File: src/rtl/passthru_arb_pkg.sv
// Shared types and helpers for the round-robin pass-through arbiter.
package passthru_arb_pkg;

  typedef enum logic {
    IDLE = 1'b0,
    LOCK = 1'b1
  } arb_state_e;

  localparam int DEF_NUM_REQ = 4;
  localparam int SRC_W       = $clog2(DEF_NUM_REQ);
  localparam int EXT_MAX_W   = 64;

  // Sign- or zero-extend the low in_w bits of d to the full EXT_MAX_W width.
  function automatic logic [EXT_MAX_W-1:0] ext_data(input logic [EXT_MAX_W-1:0] d,
                                                     input int in_w,
                                                     input logic is_signed);
    logic [EXT_MAX_W-1:0] r;
    logic fill;
    fill = is_signed & d[in_w-1];
    for (int i = 0; i < EXT_MAX_W; i++) begin
      r[i] = (i < in_w) ? d[i] : fill;
    end
    return r;
  endfunction

endpackage

File: src/rtl/rr_picker.sv
// Rotate-priority picker: first set request at or after ptr_i, wrapping at NUM_REQ.
module rr_picker #(
  parameter int NUM_REQ = 4,
  parameter int SW      = 2
) (
  input  logic [NUM_REQ-1:0] req_i,
  input  logic [SW-1:0]      ptr_i,
  output logic [SW-1:0]      winner_o,
  output logic               any_valid_o
);

  logic [SW:0]   sum;
  logic [SW-1:0] idx;

  always_comb begin
    winner_o    = '0;
    any_valid_o = 1'b0;
    sum         = '0;
    idx         = '0;
    for (int k = 0; k < NUM_REQ; k++) begin
      sum = {1'b0, ptr_i} + (SW+1)'(k);
      if (sum >= (SW+1)'(NUM_REQ)) sum = sum - (SW+1)'(NUM_REQ);
      idx = sum[SW-1:0];
      if (!any_valid_o && req_i[idx]) begin
        winner_o    = idx;
        any_valid_o = 1'b1;
      end
    end
  end

endmodule

File: src/rtl/passthru_rr_arbiter.sv
// Round-robin arbiter with packet locking feeding one registered, width-extending output lane.
module passthru_rr_arbiter
  import passthru_arb_pkg::*;
#(
  parameter int NUM_REQ   = DEF_NUM_REQ,
  parameter int IN_WIDTH  = 29,
  parameter int OUT_WIDTH = 32,
  localparam int SW       = (NUM_REQ > 1) ? $clog2(NUM_REQ) : 1
) (
  input  logic                        clk,
  input  logic                        rst,
  input  logic [NUM_REQ-1:0]          req_valid,
  output logic [NUM_REQ-1:0]          req_ready,
  input  logic [NUM_REQ*IN_WIDTH-1:0] req_data,
  input  logic [NUM_REQ-1:0]          req_signed,
  input  logic [NUM_REQ-1:0]          req_last,
  output logic                        out_valid,
  input  logic                        out_ready,
  output logic [OUT_WIDTH-1:0]        out_data,
  output logic                        out_last,
  output logic [SW-1:0]               out_src,
  output logic                        busy
);

  arb_state_e           state_q, state_d;
  logic [SW-1:0]        rr_ptr_q, rr_ptr_d;
  logic [SW-1:0]        gnt_q, gnt_d;
  logic                 out_valid_q;
  logic [OUT_WIDTH-1:0] out_data_q;
  logic                 out_last_q;
  logic [SW-1:0]        out_src_q;

  logic [SW-1:0]        pick_winner, winner, next_ptr;
  logic                 pick_any, have_grant, can_load, accept;
  logic [IN_WIDTH-1:0]  sel_data;
  logic                 sel_signed, sel_last;
  logic [EXT_MAX_W-1:0] wide, ext_wide;

  rr_picker #(.NUM_REQ(NUM_REQ), .SW(SW)) u_picker (
    .req_i      (req_valid),
    .ptr_i      (rr_ptr_q),
    .winner_o   (pick_winner),
    .any_valid_o(pick_any)
  );

  // While locked the granted requester keeps ready even if it drops valid.
  always_comb begin
    winner     = (state_q == LOCK) ? gnt_q : pick_winner;
    have_grant = (state_q == LOCK) || pick_any;
    can_load   = !out_valid_q || out_ready;
    req_ready  = '0;
    sel_data   = '0;
    sel_signed = 1'b0;
    sel_last   = 1'b0;
    for (int i = 0; i < NUM_REQ; i++) begin
      if (SW'(i) == winner) begin
        req_ready[i] = have_grant && can_load && !rst;
        sel_data     = req_data[i*IN_WIDTH +: IN_WIDTH];
        sel_signed   = req_signed[i];
        sel_last     = req_last[i];
      end
    end
    accept = |(req_valid & req_ready);
    wide   = '0;
    wide[IN_WIDTH-1:0] = sel_data;
    ext_wide = ext_data(wide, IN_WIDTH, sel_signed);
    next_ptr = (winner == SW'(NUM_REQ-1)) ? '0 : winner + SW'(1);
  end

  always_comb begin
    state_d  = state_q;
    rr_ptr_d = rr_ptr_q;
    gnt_d    = gnt_q;
    case (state_q)
      IDLE: begin
        if (accept) begin
          if (sel_last) begin
            rr_ptr_d = next_ptr;
          end else begin
            state_d = LOCK;
            gnt_d   = winner;
          end
        end
      end
      LOCK: begin
        if (accept && sel_last) begin
          state_d  = IDLE;
          rr_ptr_d = next_ptr;
        end
      end
      default: state_d = IDLE;
    endcase
  end

  always_ff @(posedge clk) begin
    if (rst) begin
      state_q     <= IDLE;
      rr_ptr_q    <= '0;
      gnt_q       <= '0;
      out_valid_q <= 1'b0;
      out_data_q  <= '0;
      out_last_q  <= 1'b0;
      out_src_q   <= '0;
    end else begin
      state_q  <= state_d;
      rr_ptr_q <= rr_ptr_d;
      gnt_q    <= gnt_d;
      if (accept) begin
        out_valid_q <= 1'b1;
        out_data_q  <= ext_wide[OUT_WIDTH-1:0];
        out_last_q  <= sel_last;
        out_src_q   <= winner;
      end else if (out_ready) begin
        out_valid_q <= 1'b0;
      end
    end
  end

  assign out_valid = out_valid_q;
  assign out_data  = out_data_q;
  assign out_last  = out_last_q;
  assign out_src   = out_src_q;
  assign busy      = (state_q == LOCK);

endmodule

File: config.mk
export PLATFORM = sky130hd
export DESIGN_NAME = passthru_rr_arbiter
export DESIGN_NICKNAME = d
export VERILOG_FILES = /design/src/rtl/passthru_arb_pkg.sv /design/src/rtl/rr_picker.sv /design/src/rtl/passthru_rr_arbiter.sv
export SDC_FILE = /design/constraint.sdc
export NUM_CORES = 1
export LEC_CHECK = 0
export CORE_ASPECT_RATIO = 0.7
export CORE_MARGIN = 3
export CORE_UTILIZATION = 37
export CTS_BUF_LIST = sky130_fd_sc_hd__clkbuf_4
export DETAILED_ROUTE_END_ITERATION = 8
export PLACE_DENSITY = 0.85
export SLEW_MARGIN = 20
export SYNTH_ARGS = -nofsm -noshare
export SYNTH_HDL_FRONTEND = slang
export SYNTH_SLANG_ARGS = --single-unit
File: constraint.sdc
create_clock -name clk -period 5.6 [get_ports clk]
set_clock_uncertainty 0.1 [all_clocks]
set_input_delay 1.68 -clock clk [delete_from_list [all_inputs] [get_ports clk]]
set_output_delay 1.68 -clock clk [all_outputs]
set_load 0.05 [all_outputs]
==> impl_metrics.py, run 1 <==
metrics = {
    "power_and_ir_drop": {
        "p_int_w": 0.0007789,
        "finalPower_w": 0.001446,
        "leakage_nw": 1.574,
        "power.density_nw_per_um2": 326.0,
        "clock_power_share": 0.097,
        "pwr-share-comb": 0.649,
        "sequentialPowerShare": 0.254,
        "sw_frac_of_total": 0.4614,
        "irDropWorstVdd_mv": 0.1532,
        "power_switching_w": 0.0006672,
    },
    "global_routing": {
        "antenna_found_initial": 0,
        "grt_max_degree": 64,
        "grt_pass1_wl_um": 14380,
        "overflow": 0,
        "grt_util_all_layers": 0.2285,
        "grt_pass1_vias": 2972,
    },
    "layout": {
        "final_cell_mix": "clkdlybuf4s50_1, dfxtp_1, nor2_1, nor2b_1, a21oi_1",
        "finalNetCount": 617,
        "fillCellCount": 522,
        "fin_area_sq_um": 4437,
        "drive_above_1_share": 0.08075,
        "diodes": 0,
        "areaGrowthSynthToFinish_pct": 76.68,
        "register_area_sq_um": 780.7,
        "final_common_cell": "clkdlybuf4s50_1",
        "multi_input_area_sq_um": 1587,
    },
    "placed_design": {
        "gp_congestion": 0.7967,
        "dpl_cell_area_sq_um": 4347,
        "io_buffer_count": 171,
        "dp_hpwl_um": 7002,
        "pre_cts_ws_ns": -0.07204,
    },
    "min_path": {
        "min_path_type": "reg2reg",
        "hp-start": "out_data[28]",
    },
    "cts": {
        "cts_hold_buf": 0,
        "clockBufferDepth": 2,
        "cts_root_buffer": "clkbuf_4",
        "cts_buffers": 5,
        "clock_latency_ns": 0.34,
        "clock_sinks": 39,
        "tritoncts": "yes",
        "clk_pin_slew_ns": 0.11,
        "h-tree-depth": 2,
    },
    "timing": {
        "fin_ws_ns": 0.1131,
        "rsz0062_at_grt": "false",
        "finalCritPeriodShare": 0.9798,
        "hold_violations": 0,
        "setup_tns_ns": 0,
        "finalSetupViolCount": 0,
        "worst_slew_pin_slew_ns": 0.6292,
        "final_max_slew_viol_count": 0,
        "max_slew_margin": 0.5805,
        "fmax_ghz": 0.1823,
        "whs_ns": 0.3729,
        "post-route-min-period_ns": 5.487,
    },
    "logic_synthesis": {
        "synth_edf_count": 0,
        "netlist_instances": 323,
        "synth_seq_cells": 39,
        "ys_seq_area_frac": 0.3109,
        "ys_async_sr_fraction": 0,
        "avgSynthCellArea_sq_um": 7.774,
        "synth_area_sq_um": 2511,
        "synth_top_area_share": 0.3109,
        "yosys_warnings": 0,
        "synth_area_leaders": "dfxtp_1, a221oi_1, a211oi_1, nor2b_1, a21oi_1",
        "synth-main-ff-cell": "dfxtp_1",
        "syn_nets": 458,
        "yosys.area.top_type": "dfxtp_1",
        "netlist-cell-type-count": 37,
    },
    "setup_path": {
        "worst_setup_path_start_kind": "input pin",
        "crit_path_end_kind": "primary output",
        "worstPathRequired_ns": 3.82,
        "r2r-start": "rr_ptr_q[1]",
        "crit_path_max_fanout": 7,
        "cp.arrival_ns": 3.71,
        "worst-path-buf-inv": 4,
        "slowest_delay_ns": 0.42,
        "critPathTopFamily": "buffers and inverters",
        "path_class": "in2out",
        "path_cells": "clkdlybuf4s50_1, buf_4, a2111o_1, a211oi_2, or2_4, inv_1, ha_1, and2_1, buf_12",
        "crit_start": "req_valid[1]",
        "cpMaxStageDelayCell": "clkdlybuf4s50_1",
    },
    "flow_run": {
        "cap_violations": 0,
    },
    "floorplan": {
        "die_h_um": 74.93,
        "die_w_um": 104.5,
        "io_pins": 172,
        "rows": 24,
        "die_area_sq_um": 7827,
        "initial_utilization": 0.3926,
        "coreArea_sq_um": 6396,
    },
    "routing": {
        "met2_length_um": 4508,
        "first_pass_iters": 4,
        "wl_met3_um": 906,
        "first_iter_violations": 134,
        "wl_um": 9319,
        "wl_per_cell_um": 16.24,
        "vias": 3076,
        "drcViolationCount": 0,
        "wl_met1_um": 3745,
        "routed.top_layer": "met4",
        "via_per_inst": 5.359,
        "final_antenna_net_count": 0,
    },
    "outcome": {
        "status": "completed",
    },
}
==> state kept, by name, summed over array words and instances, names as in the netlist, named ones only <==
register,count
gnt_q,2
out_data,30
out_last,1
out_src,2
out_valid,1
rr_ptr_q,2
==> through the flow <==
stage	util	instances
after floorplan	-	323
after global placement	0.6796	564
after detailed placement	0.6796	564
after CTS	0.6892	572
after global routing	0.6937	574
final	0.6937	574
==> path summary, 6_finish.rpt <==
check / to / cells past startpoint / slack [ns]
max: req_ready[1] / 9 / 0.11
min: out_data[28] / 2 / 0.37
max reg2reg: out_data[5] / 12 / 1.92
min reg2reg: out_data[28] / 2 / 0.37
==> metal layers <==
metal  vias to the layer above  global-route usage
met1                      1398              0.2706
li1                       1523                   -
met4                         0             0.06047
met2                       138              0.4020
met5                         -                   0
met3                        17             0.08226
==> power by group through the flow <==
stage	logic (W)	clock network (W)	registers [W]
6_report	0.000939	0.000140	0.000368
5_1_grt	0.00102	0.000153	0.000375
4_1_cts	0.000934	0.000144	0.000367
3_5_place_dp	0.000929	0	0.000373
3_3_place_gp	0.000911	0	0.000370
2_1_floorplan	0.000423	0	0.000545
==> timing repair <==
| action | in CTS | in global routing |
|---|---|---|
| resized for setup | 3 | 3 |
| pin swaps | 1 | 3 |
| gates cloned | 0 | 0 |
| endpoints found under the setup margin | 4 | 4 |
| setup buffers | 0 | 2 |
==> final cells by class <==
class	count	area share
clock buffer	5	0.008460
clock inverter	3	0.003384
inverter	5	0.004230
multi-input combinational	242	0.3576
sequential	39	0.1760
tap	91	0.02566
timing repair buffer	189	0.4247
==> cells by family (layout without fill, tap and decap cells) <==
family                   after synthesis  after routing  share of synthesized area
buffers and inverters                 42            202                    0.07125
flip-flops                            39             39                     0.3109
AND/OR/NAND/NOR                      118            118                     0.2412
adder cells (fa/ha/maj)                4              4                    0.01993
AO/OA/AOI/OAI                        115            115                     0.3303
multiplexers                           5              5                    0.02641
==> tightest hold or removal path, delay by kind of cell, from the launching register on <==
kind	cells	cell delay, ns
and+or+nand+nor	1	0.05
DFF	1	0.33
AOI/OAI and AO/OA	1	0.05
==> Yosys cell counts (all sizes together), types with 2 or more instances <==
master and instances:
inv 5, and2 4, ha 4, a221oi 31
or2 2, clkbuf 24, nand2 5, nor2 35
o21ai 5, a211oi 32, nor2b 35, nand3b 2
a21oi 33, o31ai 2, nand2b 3, buf 13
a22oi 2, dfxtp 39, nor3 31, mux2i 4
Note: power is estimated with default switching activity, not from simulation.
==> inputs of run 2 (changes only) <==
- CAP_MARGIN: not set -> 20
- CORE_UTILIZATION: 37 -> 42
- DONT_BUFFER_PORTS: not set -> 1
- PLACE_DENSITY: 0.85 -> 0.57
- SLEW_MARGIN: 20 -> 40
==> run 2 against run 1 <==
Effect of this change: cell area down 41%; power down 17%; die area down 11%; sequential cell count unchanged; largest cell class is now multi-input combinational cells; register-to-register slack worse by 0.30 ns; hold slack worse by 0.018 ns; wire length down 21%; sequential share of layout area up 12 points; sequential power up 51%; largest power group is now registers; critical path type unchanged.
==> impl_metrics.py, run 2 (same netlist as run 1, synthesis figures left out) <==
metrics = {
    "routing": {
        "drcViolationCount": 0,
        "final_antenna_net_count": 0,
        "via_per_inst": 6.128,
        "wl_um": 7325,
        "first_iter_violations": 92,
        "first_pass_iters": 4,
        "met2_length_um": 3566,
        "wl_met3_um": 717,
        "wl_per_cell_um": 19.53,
        "routed.top_layer": "met4",
        "vias": 2298,
        "wl_met1_um": 2975,
    },
    "setup_path": {
        "crit_path_max_fanout": 8,
        "slowest_delay_ns": 0.38,
        "cp.arrival_ns": 3.60,
        "path_class": "in2out",
        "crit_path_end_kind": "primary output",
        "cpMaxStageDelayCell": "a2111o_1",
        "path_cells": "nand2b_1, a2111o_1, a211oi_1, or2_0, inv_1, ha_2, and2_1",
        "worstPathRequired_ns": 3.82,
        "worst_setup_path_start_kind": "input pin",
    },
    "cts": {
        "postCtsSetupBuffers": 0,
        "tritoncts": "yes",
        "clk_pin_slew_ns": 0.11,
        "clockBufferDepth": 2,
        "cts_hold_buf": 0,
        "h-tree-depth": 2,
        "cts_buffers": 5,
        "cts_root_buffer": "clkbuf_4",
        "clock_sinks": 39,
        "clock_latency_ns": 0.33,
        "ctsResizeCount": 0,
    },
    "timing": {
        "hold_violations": 0,
        "rsz0062_at_grt": "false",
        "fmax_ghz": 0.1858,
        "finalCritPeriodShare": 0.9611,
        "worst_slew_pin_slew_ns": 0.6242,
        "post-route-min-period_ns": 5.382,
        "whs_ns": 0.3547,
        "max_slew_margin": 0.5833,
        "setup_tns_ns": 0,
        "final_max_slew_viol_count": 0,
        "finalSetupViolCount": 0,
    },
    "min_path": {
        "min_path_type": "reg2reg",
    },
    "layout": {
        "diodes": 0,
        "largest_register_ffs": 30,
        "final_common_cell": "dfxtp_1",
        "areaGrowthSynthToFinish_pct": 3.787,
        "finalNetCount": 437,
        "drive_above_1_share": 0.07921,
        "fillCellCount": 591,
        "final_cell_mix": "dfxtp_1, nor2_1, nor2b_1, a21oi_1",
    },
    "floorplan": {
        "io_pins": 172,
        "rows": 22,
        "initial_utilization": 0.4561,
        "die_h_um": 70.70,
        "die_area_sq_um": 6958,
        "coreArea_sq_um": 5505,
        "die_w_um": 98.42,
    },
    "power_and_ir_drop": {
        "leakage_nw": 0.8619,
        "power.density_nw_per_um2": 461.1,
        "irDropWorstVdd_mv": 0.1371,
    },
    "global_routing": {
        "grt_max_degree": 64,
        "grt_pass1_vias": 2235,
        "antenna_found_initial": 0,
        "grt_util_all_layers": 0.2049,
        "overflow": 0,
        "grt_pass1_wl_um": 11750,
    },
    "flow_run": {
        "cap_violations": 0,
    },
    "outcome": {
        "status": "completed",
    },
    "placed_design": {
        "gp_congestion": 0.7514,
        "io_buffer_count": 0,
        "dp_hpwl_um": 5359,
    },
}
[run 2: critical path, delay by kind of cell]
family                   cells  cell delay [ns]
AND/OR/NAND/NOR              3             0.83
AO/OA/AOI/OAI                2             0.68
adder cells (fa/ha/maj)      1             0.27
buffers and inverters        1             0.12
[run 2: final timing paths]
path,start,endpoint,slack [ns],cells after the start
worst min register to register,out_data[29],out_data[29],0.35,2
worst max register to register,rr_ptr_q[0],rr_ptr_q[1],1.62,10
worst min-delay path,out_data[29],out_data[29],0.35,2
worst max-delay path,req_valid[3],req_ready[3],0.22,7
[run 2: cell type report]
type                            count  area (sq um)  share of cell area
Clock buffer                        6         45.04             0.01728
Inverter                            5         18.77            0.007201
Clock inverter                      2         12.51            0.004801
Sequential cell                    39         780.7              0.2996
Timing Repair Buffer                9         92.59             0.03553
Tap cell                           72         90.09             0.03457
Multi-Input combinational cell    242          1567              0.6011
[run 2: where the power goes]
part           switching, W  leakage (nW)  internal, W
Clock             0.0000907        0.0317    0.0000534
Sequential         0.000221         0.320     0.000333
Combinational      0.000299         0.510     0.000205
Total              0.000610         0.862     0.000591
[run 2: per-stage QoR]
step	utilization	setup WS [ns]	cells	area [sq um]	total power [W]
finish	0.4734	0.2177	375	2606	0.001202
global route	0.4734	0.1133	375	2606	0.001308
CTS	0.4734	0.2584	375	2606	0.001216
detailed placement	0.4630	0.2759	367	2549	0.001069
global placement	0.4630	0.3537	367	2549	0.001062
floorplan	-	0.008400	323	2511	0.0009686
[run 2: layer usage]
| layer | vias up | track usage |
|---|---|---|
| met1 | 1018 | 0.2602 |
| met3 | 6 | 0.07586 |
| met4 | 0 | 0.03788 |
| li1 | 1171 | - |
| met2 | 103 | 0.3386 |
| met5 | - | 0 |
==> inputs of run 3 (changes only) <==
- GPL_TIMING_DRIVEN: not set -> 0
- PLACE_DENSITY: 0.57 -> not set
==> run 3 against run 2 <==
Effect of this change: fmax shrank 1.6%; first-iteration DRC count increased by 1.1%; power grew 3.7%; utilization is 1.3 points higher; cell area is 2.8% higher; final cell count increased by 6.9%; global-route usage up 3.1 points; hold slack improved by 0.059 ns; die area unchanged; largest cell class unchanged.
==> impl_metrics.py, run 3 (same netlist as run 1, synthesis figures left out) <==
metrics = {
    "global_routing": {
        "grt_util_all_layers": 0.2359,
        "grt_pass1_wl_um": 13260,
        "grt_pass1_vias": 2491,
        "overflow": 0,
        "antenna_found_initial": 0,
        "grt_max_degree": 20,
    },
    "layout": {
        "final_common_cell": "dfxtp_1",
        "drive_above_1_share": 0.1003,
        "diodes": 0,
        "final_cell_mix": "dfxtp_1, nor2b_1, nor2_1, a21oi_1, a221oi_1",
        "fin_area_sq_um": 2680,
        "finalNetCount": 463,
        "fillCellCount": 576,
        "multi_input_area_sq_um": 1570,
        "register_area_sq_um": 780.7,
        "largest_register_ffs": 30,
        "areaGrowthSynthToFinish_pct": 6.726,
    },
    "routing": {
        "via_per_inst": 6.362,
        "drcViolationCount": 0,
        "first_iter_violations": 93,
        "met2_length_um": 4159,
        "wl_met1_um": 3541,
        "first_pass_iters": 5,
        "wl_per_cell_um": 21.13,
        "wl_met3_um": 708,
        "wl_um": 8473,
        "final_antenna_net_count": 0,
        "routed.top_layer": "met4",
        "vias": 2551,
    },
    "timing": {
        "hold_violations": 0,
        "fin_ws_ns": 0.1321,
        "final_max_slew_viol_count": 0,
        "post-route-min-period_ns": 5.468,
        "whs_ns": 0.4133,
        "rsz0062_at_grt": "false",
        "finalSetupViolCount": 0,
        "fmax_ghz": 0.1829,
        "max_slew_margin": 0.5838,
        "worst_slew_pin_slew_ns": 0.6235,
        "finalCritPeriodShare": 0.9764,
    },
    "floorplan": {
        "die_w_um": 98.42,
        "die_h_um": 70.70,
        "rows": 22,
        "io_pins": 172,
        "coreArea_sq_um": 5505,
        "die_area_sq_um": 6958,
        "initial_utilization": 0.4561,
    },
    "cts": {
        "tritoncts": "yes",
        "clockBufferDepth": 2,
        "cts_buffers": 5,
        "clock_latency_ns": 0.33,
        "clk_pin_slew_ns": 0.12,
        "cts_root_buffer": "clkbuf_4",
        "clock_sinks": 39,
        "h-tree-depth": 2,
    },
    "flow_run": {
        "cap_violations": 0,
    },
    "setup_path": {
        "r2r-start": "rr_ptr_q[0]",
        "path_cells": "buf_2, mux4_1, a211oi_2, or2_0, buf_2, inv_1, ha_1, buf_2, and2_4",
        "cpMostUsedCell": "buf_2",
        "regToRegEndpoint": "out_data[28]",
        "crit_end": "req_ready[3]",
        "cpMaxStageDelayCell": "mux4_1",
        "worst_setup_path_start_kind": "input pin",
        "cp.arrival_ns": 3.69,
        "worstPathRequired_ns": 3.82,
        "path_class": "in2out",
        "crit_path_max_fanout": 19,
        "crit_start": "req_valid[0]",
        "crit_path_end_kind": "primary output",
        "r2r_cells": 11,
        "rrSetupSlack_ns": 1.93,
        "slowest_delay_ns": 0.53,
    },
    "outcome": {
        "status": "completed",
    },
    "power_and_ir_drop": {
        "leakage_nw": 0.9108,
        "power.density_nw_per_um2": 464.9,
        "irDropWorstVdd_mv": 0.1550,
    },
    "placed_design": {
        "io_buffer_count": 0,
        "gp_congestion": 0.8031,
        "dp_hpwl_um": 6572,
        "pre_cts_ws_ns": -0.4582,
        "dpl_cell_area_sq_um": 2601,
    },
    "min_path": {
        "min_path_type": "reg2reg",
    },
}
[run 3: cell count changes in the layout (fill, tap and decap cells not counted), sizes merged]
cell      change
clkinvlp      -1
buf           +5
clkbuf       +22
[run 3: area by class of cell]
class,count,area share
Clock buffer,7,0.01961
Clock inverter,1,0.001867
Timing Repair Buffer,1,0.002801
Tap cell,72,0.03361
Sequential cell,39,0.2913
Buffer,34,0.05789
Multi-Input combinational cell,242,0.5859
Inverter,5,0.007003
[run 3: worst max-delay path: cells and delay by family]
kind,cells,cell delay [ns]
buffers and inverters,4,0.65
muxes,1,0.53
and+or+nand+nor,2,0.38
AOI/OAI and AO/OA,1,0.25
adders and majority gates,1,0.19
[run 3: per-layer routing]
metal,vias to the layer above,global-route usage
met5,-,0
met4,0,0.05000
met3,8,0.05911
met2,137,0.4067
met1,1192,0.3005
li1,1214,-
[run 3: how the worst min path moves through the flow]
stage	from	endpoint	slack, ns	cells after the start
2_1_floorplan	gnt_q[0]	gnt_q[0]	0.36	2
3_3_place_gp	gnt_q[1]	gnt_q[1]	0.38	2
3_5_place_dp	gnt_q[0]	gnt_q[0]	0.39	2
4_1_cts	gnt_q[0]	gnt_q[0]	0.41	2
5_1_grt	gnt_q[0]	gnt_q[0]	0.47	2
6_report	gnt_q[0]	gnt_q[0]	0.41	2
[run 3: power by group]
group / switching [W] / leakage (nW) / internal [W]
clock: 0.0000898 / 0.0361 / 0.0000588
sequential: 0.000222 / 0.320 / 0.000333
combinational: 0.000329 / 0.555 / 0.000214
[run 3: per-stage QoR]
stage / instances / setup TNS, ns / utilization / power (W)
2_1_floorplan: 323 / 0 / - / 0.0009686
3_3_place_gp: 395 / -0.9768 / 0.4725 / 0.001084
3_5_place_dp: 395 / -1.039 / 0.4725 / 0.001094
4_1_cts: 402 / 0 / 0.4857 / 0.001245
5_1_grt: 401 / 0 / 0.4868 / 0.001342
6_report: 401 / 0 / 0.4868 / 0.001246
[run 3: timing repair]
action	4_1_cts	5_1_grt
setup buffers	1	0
pin swaps	1	0
setup endpoints to repair	3	2
hold buffers	0	0
resized for setup	8	5
